### config.mk
export PLATFORM = sky130hd
export DESIGN_NAME = sc_run_ctrl
export DESIGN_NICKNAME = d
export VERILOG_FILES = /design/src/rtl/sc_run_ctrl.sv
export SDC_FILE = /design/constraint.sdc
export NUM_CORES = 1
export LEC_CHECK = 0
export BUFFER_PORTS_ARGS = -buffer_cell sky130_fd_sc_hd__buf_2
export CORE_ASPECT_RATIO = 0.6
export CORE_UTILIZATION = 41
export DETAILED_ROUTE_END_ITERATION = 8
export PLACE_DENSITY = 0.74
export SYNTH_ARGS = -nofsm -noshare
export SYNTH_HDL_FRONTEND = slang
export SYNTH_SLANG_ARGS = --single-unit
### constraint.sdc
create_clock -name mem_clk -period 2 [get_ports mem_clk]
set_input_delay 0.2 -clock mem_clk [delete_from_list [all_inputs] [get_ports mem_clk]]
set_output_delay 0.2 -clock mem_clk [all_outputs]
set_load 0.05 [all_outputs]
### src/rtl/sc_run_ctrl.sv
// CPU clock run/step/halt controller with saturating cycle counter.
// Optional breakpoint logic is built only when SC_RUN_CTRL_BP_EN is defined.
`timescale 1ns/1ps
module sc_run_ctrl (
  input  logic        mem_clk,
  input  logic        resetn,
  input  logic        run_req,
  input  logic        step_req,
  input  logic        halt_req,
  input  logic        cnt_clr,
  input  logic [31:0] pc,
  input  logic [31:0] bp_addr,
  input  logic        bp_en,
  output logic        clock,
  output logic        halted,
  output logic        bp_hit,
  output logic [31:0] cycle_cnt
);

  typedef enum logic [1:0] {
    S_HALT    = 2'd0,
    S_RUN     = 2'd1,
    S_STEP_HI = 2'd2
  } state_e;

  state_e      state_q, state_d;
  logic        clock_q, clock_d;
  logic        step_prev_q;
  logic        step_edge;
  logic        bp_match;
  logic        bp_hit_d;
  logic        clk_rise;
  logic [31:0] cnt_q, cnt_d;

  assign step_edge = step_req && !step_prev_q;
  assign clk_rise  = !clock_q && clock_d;

  always_comb begin
    state_d  = state_q;
    clock_d  = clock_q;
    bp_hit_d = 1'b0;
    unique case (state_q)
      S_HALT: begin
        clock_d = 1'b0;
        if (halt_req) begin
          state_d = S_HALT;
        end else if (step_edge) begin
          state_d = S_STEP_HI;
          clock_d = 1'b1;
        end else if (run_req) begin
          state_d = S_RUN;
        end
      end
      S_STEP_HI: begin
        clock_d = 1'b0;
        state_d = S_HALT;
      end
      S_RUN: begin
        // A started CPU cycle always completes before any stop is honoured
        if (clock_q) begin
          clock_d = 1'b0;
        end else if (halt_req || !run_req || bp_match) begin
          state_d  = S_HALT;
          clock_d  = 1'b0;
          bp_hit_d = bp_match;
        end else begin
          clock_d = 1'b1;
        end
      end
      default: begin
        state_d = S_HALT;
        clock_d = 1'b0;
      end
    endcase
  end

  always_comb begin
    cnt_d = cnt_q;
    if (cnt_clr) begin
      cnt_d = '0;
    end else if (clk_rise && (cnt_q != '1)) begin
      cnt_d = cnt_q + 32'd1;
    end
  end

  always_ff @(posedge mem_clk or negedge resetn) begin
    if (!resetn) begin
      state_q     <= S_HALT;
      clock_q     <= 1'b0;
      step_prev_q <= 1'b1;
      cnt_q       <= '0;
    end else begin
      state_q     <= state_d;
      clock_q     <= clock_d;
      step_prev_q <= step_req;
      cnt_q       <= cnt_d;
    end
  end

`ifdef SC_RUN_CTRL_BP_EN
  logic skip_q, skip_d;
  logic bp_hit_q;

  // Skip lets a resume from a breakpoint retire the instruction at bp_addr
  assign bp_match = bp_en && (pc == bp_addr) && !skip_q;

  always_comb begin
    skip_d = skip_q;
    if (clk_rise) begin
      skip_d = 1'b0;
    end
    if ((state_q == S_HALT) && (state_d != S_HALT)) begin
      skip_d = 1'b1;
    end
  end

  always_ff @(posedge mem_clk or negedge resetn) begin
    if (!resetn) begin
      skip_q   <= 1'b0;
      bp_hit_q <= 1'b0;
    end else begin
      skip_q   <= skip_d;
      bp_hit_q <= bp_hit_d;
    end
  end

  assign bp_hit = bp_hit_q;
`else
  logic unused_bp;

  assign bp_match  = 1'b0;
  assign unused_bp = ^{pc, bp_addr, bp_en, bp_hit_d};
  assign bp_hit    = 1'b0;
`endif

  assign clock     = clock_q;
  assign halted    = (state_q == S_HALT);
  assign cycle_cnt = cnt_q;

endmodule
After elaboration in Yosys (flattened, before gate mapping). Cells that the tools add are included.

Logic and storage cells: 33. Bits in registers: 36. Input bits: 71. Output and inout port bits: 35.

$add $sub $neg: 1. Reduce and logical (&&, ||, !) cells: 10. Equal/unequal tests: 5. Multiplexer cells: 13.

Operators by type and width (count): two-way mux 32 bit (2); adder 32 x 1 -> 32 bit (second input constant) (1); inequality test 32 bit (second input constant) (1); two-way mux 2 bit (5); two-way mux 1 bit (4); inequality test 2 bit (second input constant) (2); inequality test 4 x 3 -> 1 bit (second input constant) (1); case mux 2 bit (2 select lines) (1); logical AND 1 bit (3); logical NOT 1 bit (3); AND reduction 3 bit (1); equality test 2 x 1 -> 1 bit (second input constant) (1); logical NOT 2 bit (1); case mux 1 bit (2 select lines) (1); nonzero test 2 bit (1); logical OR 1 bit (1).

Logic depth before layout (Yosys ltp). Gate-level depths: netlist of the first run.

Word-level depth: 9. Depth in mapped cells: 8. Gate-level depth less buffers: 6.

Worst setup path after synthesis of the first run. No wires, ideal clock.

Path kind: register to register. Start point: register cnt_q[0] (netlist: cycle_cnt[0]). End point: register cnt_q[1] (netlist: cycle_cnt[1]). Slack: -0.539 ns. Data required time: 1.922 ns. Setup time: 0.078 ns. Stages on the path, launching flop included: 9. Clock period less this slack: 2.539 ns. Data arrival time: 2.461 ns. Buffers on the path: 2. Path through: dfrtp_1 ha_1 nand3_1 or4_1 nor3_1 buf_2 buf_4 o21ai_0 a21oi_1.

Word-level cells in the longest chain between the ends: 3. Elaborated cells between the ends (all ways): 6. Those cells by class: add/sub: 1; eq/ne: 1; mux: 2; reduce/logical: 2.

Ends and longest elaborated chain: from (decl) (line 33) `logic [31:0] cnt_q, cnt_d;`; from (signal assigned) (line 96) `cnt_q <= cnt_d;`; adder 32 x 1 -> 32 bit / inequality test 32 bit (equally long branches) (line 82, 81); two-way mux 32 bit / logical AND 1 bit (equally long branches) (line 81) `end else if (clk_rise && (cnt_q != '1)) begin`; two-way mux 32 bit / nonzero test 2 bit (equally long branches).

Several ways; a longest one is shown, not always the timed one. The select of a mux whose other input is x is not followed. A chain may end at the register's enable or synchronous reset.

Worst setup path in the final report of the first run.
Start point: register state_q[0]. End point: register cnt_q[18] (netlist: cycle_cnt[18]).

Word-level cells in the longest chain between the ends: 5. Elaborated cells between the ends (all ways): 6. Those cells by class: eq/ne: 1; mux: 1; reduce/logical: 4.

Ends and longest elaborated chain: from (decl) (line 26) `state_e state_q, state_d;`; from (signal assigned) (line 93) `state_q <= state_d;`; equality test 2 x 1 -> 1 bit / logical NOT 2 bit (equally long branches) (line 42) `unique case (state_q)`; case mux 1 bit (2 select lines) * (line 42); logical AND 1 bit * (line 36) `assign clk_rise = !clock_q && clock_d;`; logical AND 1 bit * (line 81); nonzero test 2 bit (no source line) *.

Mark *: on every way between the ends. The rest lies on a longest branch, timed or not.

==> summary.txt, run 1 <==
Timing
  • Period utilization: 1.13
  • Fmax: 0.441 GHz
  • Unrepaired setup endpoints after global routing: yes
  • Final min period: 2.27 ns
  • Worst Tran Pin Value: 0.813 ns
  • Clk_skew: 0.00706 ns
  • Setup violations, final: 28
  • Final Slew Violations: 0
  • Rel. slew slack: 0.458
  • Setup ws final: -0.266 ns
  • Fin. Hold Viols: 2
  • Fin Hold WS: -0.00291 ns
  • Setup TNS Final: -4.91 ns

Clock tree
  • CTS tree: done
  • Clock-pin slew on the worst setup and hold paths: 0.07 ns
  • Cts bufs inserted: 5
  • Root Buffer: clkbuf_8
  • Clock sink count: 36
  • H-tree lvl count: 2
  • CTS max path bufs: 2
  • Skew-Pair Late Insertion Delay: 0.29 ns

Placement
  • Placed cell count: 353
  • Port Buffers: 39
  • Placed Area: 2620 um2
  • DP HPWL: 3950 um
  • RD Place Congestion: 0.795
  • Pre-CTS setup slack: -0.256 ns

Layout
  • Non-filler cells, final: 374
  • Fillers: 379
  • Antenna diodes: 0
  • Finished Core Util: 0.653
  • Layout Nets: 382
  • Most frequent cells in the layout: buf_4, buf_2, dfrtp_2
  • Commonest non-fill, non-tap cell in the layout: buf_4
  • Register area: 930 um2
  • Multi-input gate area: 1210 um2
  • Final instance area: 3030 um2
  • Synthesis-to-finish area growth: 50.8%
  • Share of cells above drive strength 1: 0.534

GRT
  • Vias in the first global route: 2005
  • GR Util met1: 0.344
  • Grt total ovfl: 0
  • M2 GR Usage: 0.379
  • First-pass GRT wire length: 9850 um
  • Grt peak-use layer: met2
  • All-Layer GR Usage: 0.247
  • Antenna violations before repair: 0
  • GR Layer Usage met3: 0.0656
  • Pin count of the biggest net entering global routing: 37

Floorplanning
  • Width of the die: 92.4 um
  • Row cnt: 19
  • Initial core utilization: 0.433
  • Die area: 5190 um2
  • Die Span Y: 56.2 um
  • Io pins: 106
  • Core area: 4640 um2

Power and ir drop
  • Internal power: 1.06 mW
  • Sequential power share: 0.522
  • Maximum vdd drop: 0.223 mV
  • Total Power: 1.42 mW
  • PwrDens: 470 nW/um2
  • Combinational power share: 0.096
  • LEAKAGE: 1.29 nW
  • Power share of the clock group: 0.382
  • Net Sw Frac: 0.253
  • Psw: 359 uW

Logic synthesis
  • Cell area after synthesis: 2010 um2
  • Yosys warns: 0
  • Syn Inst Count: 217
  • Area leader, netlist: dfrtp_1
  • Post-synth top area share: 0.436
  • Syn avg cell area: 9.25 um2
  • FF+latch count, synth: 36
  • EDFF count, synth: 0
  • Synth async-reset ratio: 1.00
  • Sequential element share of the synthesized area: 0.449
  • Syn nets: 289
  • Yosys cell types: 33
  • Synth top area cells: dfrtp_1, a21oi_1, o31ai_1
  • Top FF cell, synth: dfrtp_1

Route
  • Pre-antenna DRT Iters: 4
  • Routed WL: 6240 um
  • Post-DRT Antenna Nets: 0
  • DRC errors left: 0
  • Vias: 2182
  • Initial DRC count: 150
  • Routed len/inst: 16.7 um
  • DR vias/cell: 5.83

Status
  • Status: finished, violations left
  • Failing checks: negative hold slack, negative setup slack

Critical path
  • CP Capture Type: flip-flop
  • Data required, critical path: 2.22 ns
  • Worst setup path class: reg2reg
  • R2R setup slack: -0.27 ns
  • R2R Path Start: state_q[0]$_DFFE_PN0P_
  • R2R depth: 6
  • Worst setup path endpoint: cycle_cnt[18]$_DFFE_PN0P_
  • Critical Path Fanout Max: 7
  • Startpoint class of the critical path: flip-flop
  • Critical R2R Capture: cycle_cnt[18]$_DFFE_PN0P_
  • CP Launch Point: state_q[0]$_DFFE_PN0P_
  • Crit path DAT: 2.48 ns

Worst hold path
  • Min-delay worst type: in2async

Job
  • Maxcap violations: 0
sequential cells by signal, indices dropped and copies added (netlist names):
register     cells
cycle_cnt       32
step_prev_q      1
state_q          2
clock            1
cells in the mapped netlist, types with 2 or more instances:
| cell type | count |
|---|---|
| mux2_2 | 5 |
| inv_1 | 5 |
| nor2b_1 | 6 |
| nor3_1 | 4 |
| nand4_1 | 12 |
| nand3_1 | 11 |
| or4_1 | 17 |
| buf_4 | 2 |
| and3_1 | 4 |
| buf_2 | 2 |
| nor2_1 | 13 |
| dfrtp_1 | 35 |
| or3_1 | 11 |
| nand2_1 | 10 |
| a21oi_1 | 27 |
| o21ai_0 | 11 |
| o31ai_1 | 17 |
| clkbuf_1 | 8 |
| nor4_1 | 3 |
per-layer routing:
metal | wire (um) | part of all wire
met1 | 2810 | 0.45
met2 | 2950 | 0.47
met3 | 376 | 0.060
met4 | 112 | 0.018
met5 | 0 | 0
kinds of logic after synthesis:
group | count (synthesis) | share of synthesized area
multiplexers | 5 | 0.0280
AND/OR/NAND/NOR | 96 | 0.282
flip-flops | 36 | 0.449
adder cells (fa/ha/maj) | 1 | 0.00623
XOR/XNOR | 1 | 0.00436
buffers and inverters | 18 | 0.0424
AO/OA/AOI/OAI | 59 | 0.186
other | 1 | 0.00187
final cells by class:
| cell class | count | share of cell area |
|---|---|---|
| clock buffer | 8 | 0.0298 |
| inverter | 5 | 0.00620 |
| multi-input combinational | 164 | 0.400 |
| sequential | 36 | 0.307 |
| tap | 63 | 0.0260 |
| timing repair buffer | 98 | 0.231 |
critical path: stages, from the launching register on:
cell and delay, ns:
dfrtp_1 0.39, or3b_4 0.41, a2111o_1 0.44, a211o_1 0.34, buf_6 0.15, or3_4 0.32
a21oi_2 0.14
repair_timing:
item / CTS / global route
pin swaps: 7 / 7
setup buffers: 6 / 5
gates resized for setup: 20 / 26
hold buffers: 0 / 0
cloned: 1 / 1
endpoints found under the setup margin: 31 / 32
worst min-delay path by stage:
stage / slack (ns) / endpoint / depth (start not counted) / from
after CTS: 0.02 / cycle_cnt[29]$_DFFE_PN0P_ / 1 / resetn
after global placement: 0.35 / cycle_cnt[21]$_DFFE_PN0P_ / 1 / resetn
after floorplan: -0.1 / clock$_DFF_PN0_ / 0 / resetn
final: -0.003 / cycle_cnt[21]$_DFFE_PN0P_ / 1 / resetn
after detailed placement: 0.34 / cycle_cnt[29]$_DFFE_PN0P_ / 1 / resetn
after global routing: 0.07 / cycle_cnt[22]$_DFFE_PN0P_ / 1 / resetn
power by group through the flow:
stage / Sequential [mW] / Clock [mW] / Combinational [mW]
finish: 0.743 / 0.544 / 0.136
global route: 0.743 / 0.585 / 0.148
CTS: 0.742 / 0.546 / 0.129
detailed placement: 0.756 / 0 / 0.118
global placement: 0.756 / 0 / 0.116
floorplan: 0.768 / 0 / 0.0519
(Power assumes the default switching activity.)
==> inputs of run 2 (changes only) <==
ABC_AREA = 1   (was not set)
CORE_UTILIZATION = 43   (was 41)
==> run 2 against run 1 <==
- the run ends with design-rule violations, negative hold slack left
- sequential share of layout area up 2.4 points
- global-route usage is 1.2 points lower
- critical endpoint is now cycle_cnt[14]$_DFFE_PN0P_
- cell count is 28% higher
- area after synthesis grew 18%
- first-iteration DRC count rose by 6.7%
- fmax grew 27%
- setup slack better by 0.48 ns
- non-clock buffer count fell by 49
- register-to-register slack better by 0.48 ns
- power shrank 2.9%
==> summary.txt, run 2 <==
Status
  • Status: finished, violations left (unchanged)
  • Failing checks: design-rule violations, negative hold slack (was negative hold slack, negative setup slack)

Route
  • Routed len/inst: 13.2 um (was 16.7 um)
  • Wire length on met3: 552 um (was 376 um)
  • WL met2: 2410 um (was 2950 um)
  • DRC errors left: 6 (was 0)
  • Routed WL: 6290 um (was 6240 um)
  • Post-DRT Antenna Nets: 0 (unchanged)
  • DR vias/cell: 5.12 (was 5.83)
  • Uppermost layer routed: met4 (unchanged)
  • Pre-antenna DRT Iters: 7 (was 4)
  • Metal-1 WL: 3310 um (was 2810 um)
  • Initial DRC count: 160 (was 150)
  • Vias: 2448 (was 2182)

Power and ir drop
  • Combinational power share: 0.099 (was 0.096)
  • Power share of the clock group: 0.364 (was 0.382)
  • Psw: 372 uW (was 359 uW)
  • Internal power: 1.01 mW (was 1.06 mW)
  • Sequential power share: 0.537 (was 0.522)
  • Net Sw Frac: 0.270 (was 0.253)
  • PwrDens: 505 nW/um2 (was 470 nW/um2)
  • LEAKAGE: 1.40 nW (was 1.29 nW)
  • Maximum vdd drop: 0.267 mV (was 0.223 mV)

Clock tree
  • Root Buffer: clkbuf_8 (unchanged)
  • Clock-pin slew on the worst setup and hold paths: 0.07 ns (about the same)
  • Clock sink count: 36 (unchanged)
  • Skew-Pair Late Insertion Delay: 0.28 ns (was 0.29 ns)
  • # hold bufs at CTS: 0 (unchanged)
  • H-tree lvl count: 2 (unchanged)
  • CTS max path bufs: 2 (unchanged)
  • Cts bufs inserted: 5 (unchanged)
  • CTS tree: done (unchanged)

GRT
  • All-Layer GR Usage: 0.236 (was 0.247)
  • Antenna violations before repair: 0 (unchanged)
  • Grt total ovfl: 0 (unchanged)
  • Vias in the first global route: 2077 (was 2005)
  • First-pass GRT wire length: 10400 um (was 9850 um)
  • Pin count of the biggest net entering global routing: 37 (unchanged)

Layout
  • Fillers: 536 (was 379)
  • Commonest non-fill, non-tap cell in the layout: nand2_1 (was buf_4)
  • Layout Nets: 483 (was 382)
  • Synthesis-to-finish area growth: 15.7% (was 50.8%)
  • Most frequent cells in the layout: nand2_1, nor2_1, buf_2 (was buf_4, buf_2, dfrtp_2)
  • Antenna diodes: 0 (unchanged)
  • Largest register FFs: 32 (unchanged)
  • Final instance area: 2740 um2 (was 3030 um2)
  • Share of cells above drive strength 1: 0.177 (was 0.534)

Placement
  • RD Place Congestion: 0.957 (was 0.795)
  • Pre-CTS setup slack: 0.105 ns (was -0.256 ns)
  • Placed Area: 2620 um2 (unchanged)
  • Port Buffers: 39 (unchanged)
  • DP HPWL: 4720 um (was 3950 um)

Floorplanning
  • Die area: 5810 um2 (was 5190 um2)
  • Row cnt: 20 (was 19)
  • Initial core utilization: 0.457 (was 0.433)
  • Width of the die: 97.7 um (was 92.4 um)
  • Io pins: 106 (unchanged)
  • Die Span Y: 59.4 um (was 56.2 um)
  • Core area: 5180 um2 (was 4640 um2)

Critical path
  • Critical R2R Capture: cycle_cnt[14]$_DFFE_PN0P_ (was cycle_cnt[18]$_DFFE_PN0P_)
  • Worst setup path class: reg2reg (unchanged)
  • R2R setup slack: 0.21 ns (was -0.27 ns)
  • Critical Path Fanout Max: 19 (was 7)
  • R2R depth: 11 (was 6)
  • Crit path DAT: 1.97 ns (was 2.48 ns)
  • CP Capture Type: flip-flop (unchanged)
  • Worst setup path endpoint: cycle_cnt[14]$_DFFE_PN0P_ (was cycle_cnt[18]$_DFFE_PN0P_)
  • Data required, critical path: 2.18 ns (was 2.22 ns)
  • R2R Path Start: cycle_cnt[1]$_DFFE_PN0P_ (was state_q[0]$_DFFE_PN0P_)
  • Startpoint class of the critical path: flip-flop (unchanged)
  • CP Launch Point: cycle_cnt[1]$_DFFE_PN0P_ (was state_q[0]$_DFFE_PN0P_)

Logic synthesis
  • EDFF count, synth: 0 (unchanged)
  • Synth top cells by count: nand2_1, nor2_1, dfrtp_1 (was dfrtp_1, a21oi_1, o31ai_1, or4_1, nor2_1)
  • Sequential element share of the synthesized area: 0.381 (was 0.449)
  • Syn Inst Count: 364 (was 217)
  • Post-synth top area share: 0.370 (was 0.436)
  • FF+latch count, synth: 36 (unchanged)
  • Yosys cell types: 27 (was 33)
  • Cell area after synthesis: 2360 um2 (was 2010 um2)
  • Area leader, netlist: dfrtp_1 (unchanged)
  • Top FF cell, synth: dfrtp_1 (unchanged)
  • Leading cell type by number of instances after synthesis: nand2_1 (was dfrtp_1)
  • Yosys warns: 0 (unchanged)
  • Syn avg cell area: 6.50 um2 (was 9.25 um2)
  • Synth top area cells: dfrtp_1, nand2_1, nor2_1 (was dfrtp_1, a21oi_1, o31ai_1)
  • Syn nets: 436 (was 289)
  • Synth async-reset ratio: 1.00 (unchanged)

Timing
  • Setup violations, final: 0 (was 28)
  • Setup ws final: 0.212 ns (was -0.266 ns)
  • Final Slew Violations: 0 (unchanged)
  • Unrepaired setup endpoints after global routing: no (was yes)
  • Worst Tran Pin Value: 0.797 ns (was 0.813 ns)
  • Final min period: 1.79 ns (was 2.27 ns)
  • Fin Hold WS: -0.00407 ns (was -0.00291 ns)
  • Period utilization: 0.894 (was 1.13)
  • Clk_skew: 0.00642 ns (was 0.00706 ns)
  • Fmax: 0.559 GHz (was 0.441 GHz)
  • Fin. Hold Viols: 11 (was 2)
  • Setup TNS Final: 0 ns (was -4.91 ns)
  • Rel. slew slack: 0.469 (was 0.458)

Worst hold path
  • Min-delay worst type: in2async (unchanged)

Job
  • Maxcap violations: 0 (unchanged)
run 2: cell count changes after synthesis, moves of 5 or more:
cell / previous run / this run
or4_1: 17 / 0
nor2b_1: 6 / 0
clkbuf_1: 8 / 2
xor2_1: 1 / 7
nor2_1: 13 / 68
nand3_1: 11 / 27
or3_1: 11 / 0
a21oi_1: 27 / 16
mux2_2: 5 / 0
o31ai_1: 17 / 0
nand2_1: 10 / 150
nand4_1: 12 / 2
inv_1: 5 / 20
run 2: how the worst min path moves through the flow:
| stage | from | end | depth (start not counted) |
|---|---|---|---|
| floorplan | resetn | clock$_DFF_PN0_ | 0 |
| global placement | step_req | step_prev_q$_DFF_PN1_ | 1 |
| detailed placement | step_req | step_prev_q$_DFF_PN1_ | 1 |
| CTS | step_req | step_prev_q$_DFF_PN1_ | 1 |
| global route | step_req | step_prev_q$_DFF_PN1_ | 1 |
| finish | resetn | cycle_cnt[6]$_DFFE_PN0P_ | 1 |
run 2: layout make-up:
| type | count | area [um2] | share of cell area |
|---|---|---|---|
| tap | 66 | 82.6 | 0.0302 |
| multi-input combinational | 298 | 1310 | 0.480 |
| sequential | 36 | 905 | 0.331 |
| clock inverter | 1 | 5.00 | 0.00183 |
| inverter | 21 | 83.8 | 0.0306 |
| timing repair buffer | 49 | 270 | 0.0988 |
| clock buffer | 7 | 76.3 | 0.0279 |
run 2: worst max-delay path, cell delays in order (launching register included):
cell and delay (ns):
dfrtp_2 0.38, ha_1 0.20, nand2_2 0.09, nor2_4 0.20, nand2_4 0.10, nor2_4 0.09, nand2_1 0.05, nand2_1 0.09
nand2_2 0.10, buf_4 0.22, nand3_1 0.10, nand2_1 0.06
run 2: power by group through the flow:
stage	combinational (mW)	clock (mW)	sequential (mW)
floorplan	0.0889	0	0.768
global placement	0.132	0	0.755
detailed placement	0.136	0	0.756
CTS	0.136	0.513	0.742
global route	0.149	0.555	0.743
finish	0.136	0.503	0.742
run 2: metal layers:
layer / vias up / global-route usage
met4: 0 / 0.0498
met1: 1128 / 0.366
met5: - / 0
met2: 90 / 0.326
met3: 4 / 0.0554
li1: 1226 / -
run 2: cells by family after synthesis:
kind of cell,Yosys count,share of synthesized area
flip-flops,36,0.381
adder cells (fa/ha/maj),1,0.00529
AND/OR/NAND/NOR,261,0.454
buffers and inverters,30,0.0656
AO/OA/AOI/OAI,25,0.0545
XOR/XNOR,10,0.0370
other,1,0.00159
run 2: what timing repair did:
item	4_1_cts	5_1_grt
endpoints found under the setup margin	0	29
resized for setup	0	3
buffers inserted	0	4
run 2: metrics by stage:
stage / utilization / instances / power, mW
final: 0.528 / 478 / 1.38
after global routing: 0.528 / 478 / 1.45
after CTS: 0.521 / 474 / 1.39
after detailed placement: 0.505 / 466 / 0.892
after global placement: 0.505 / 466 / 0.888
after floorplan: - / 364 / 0.857
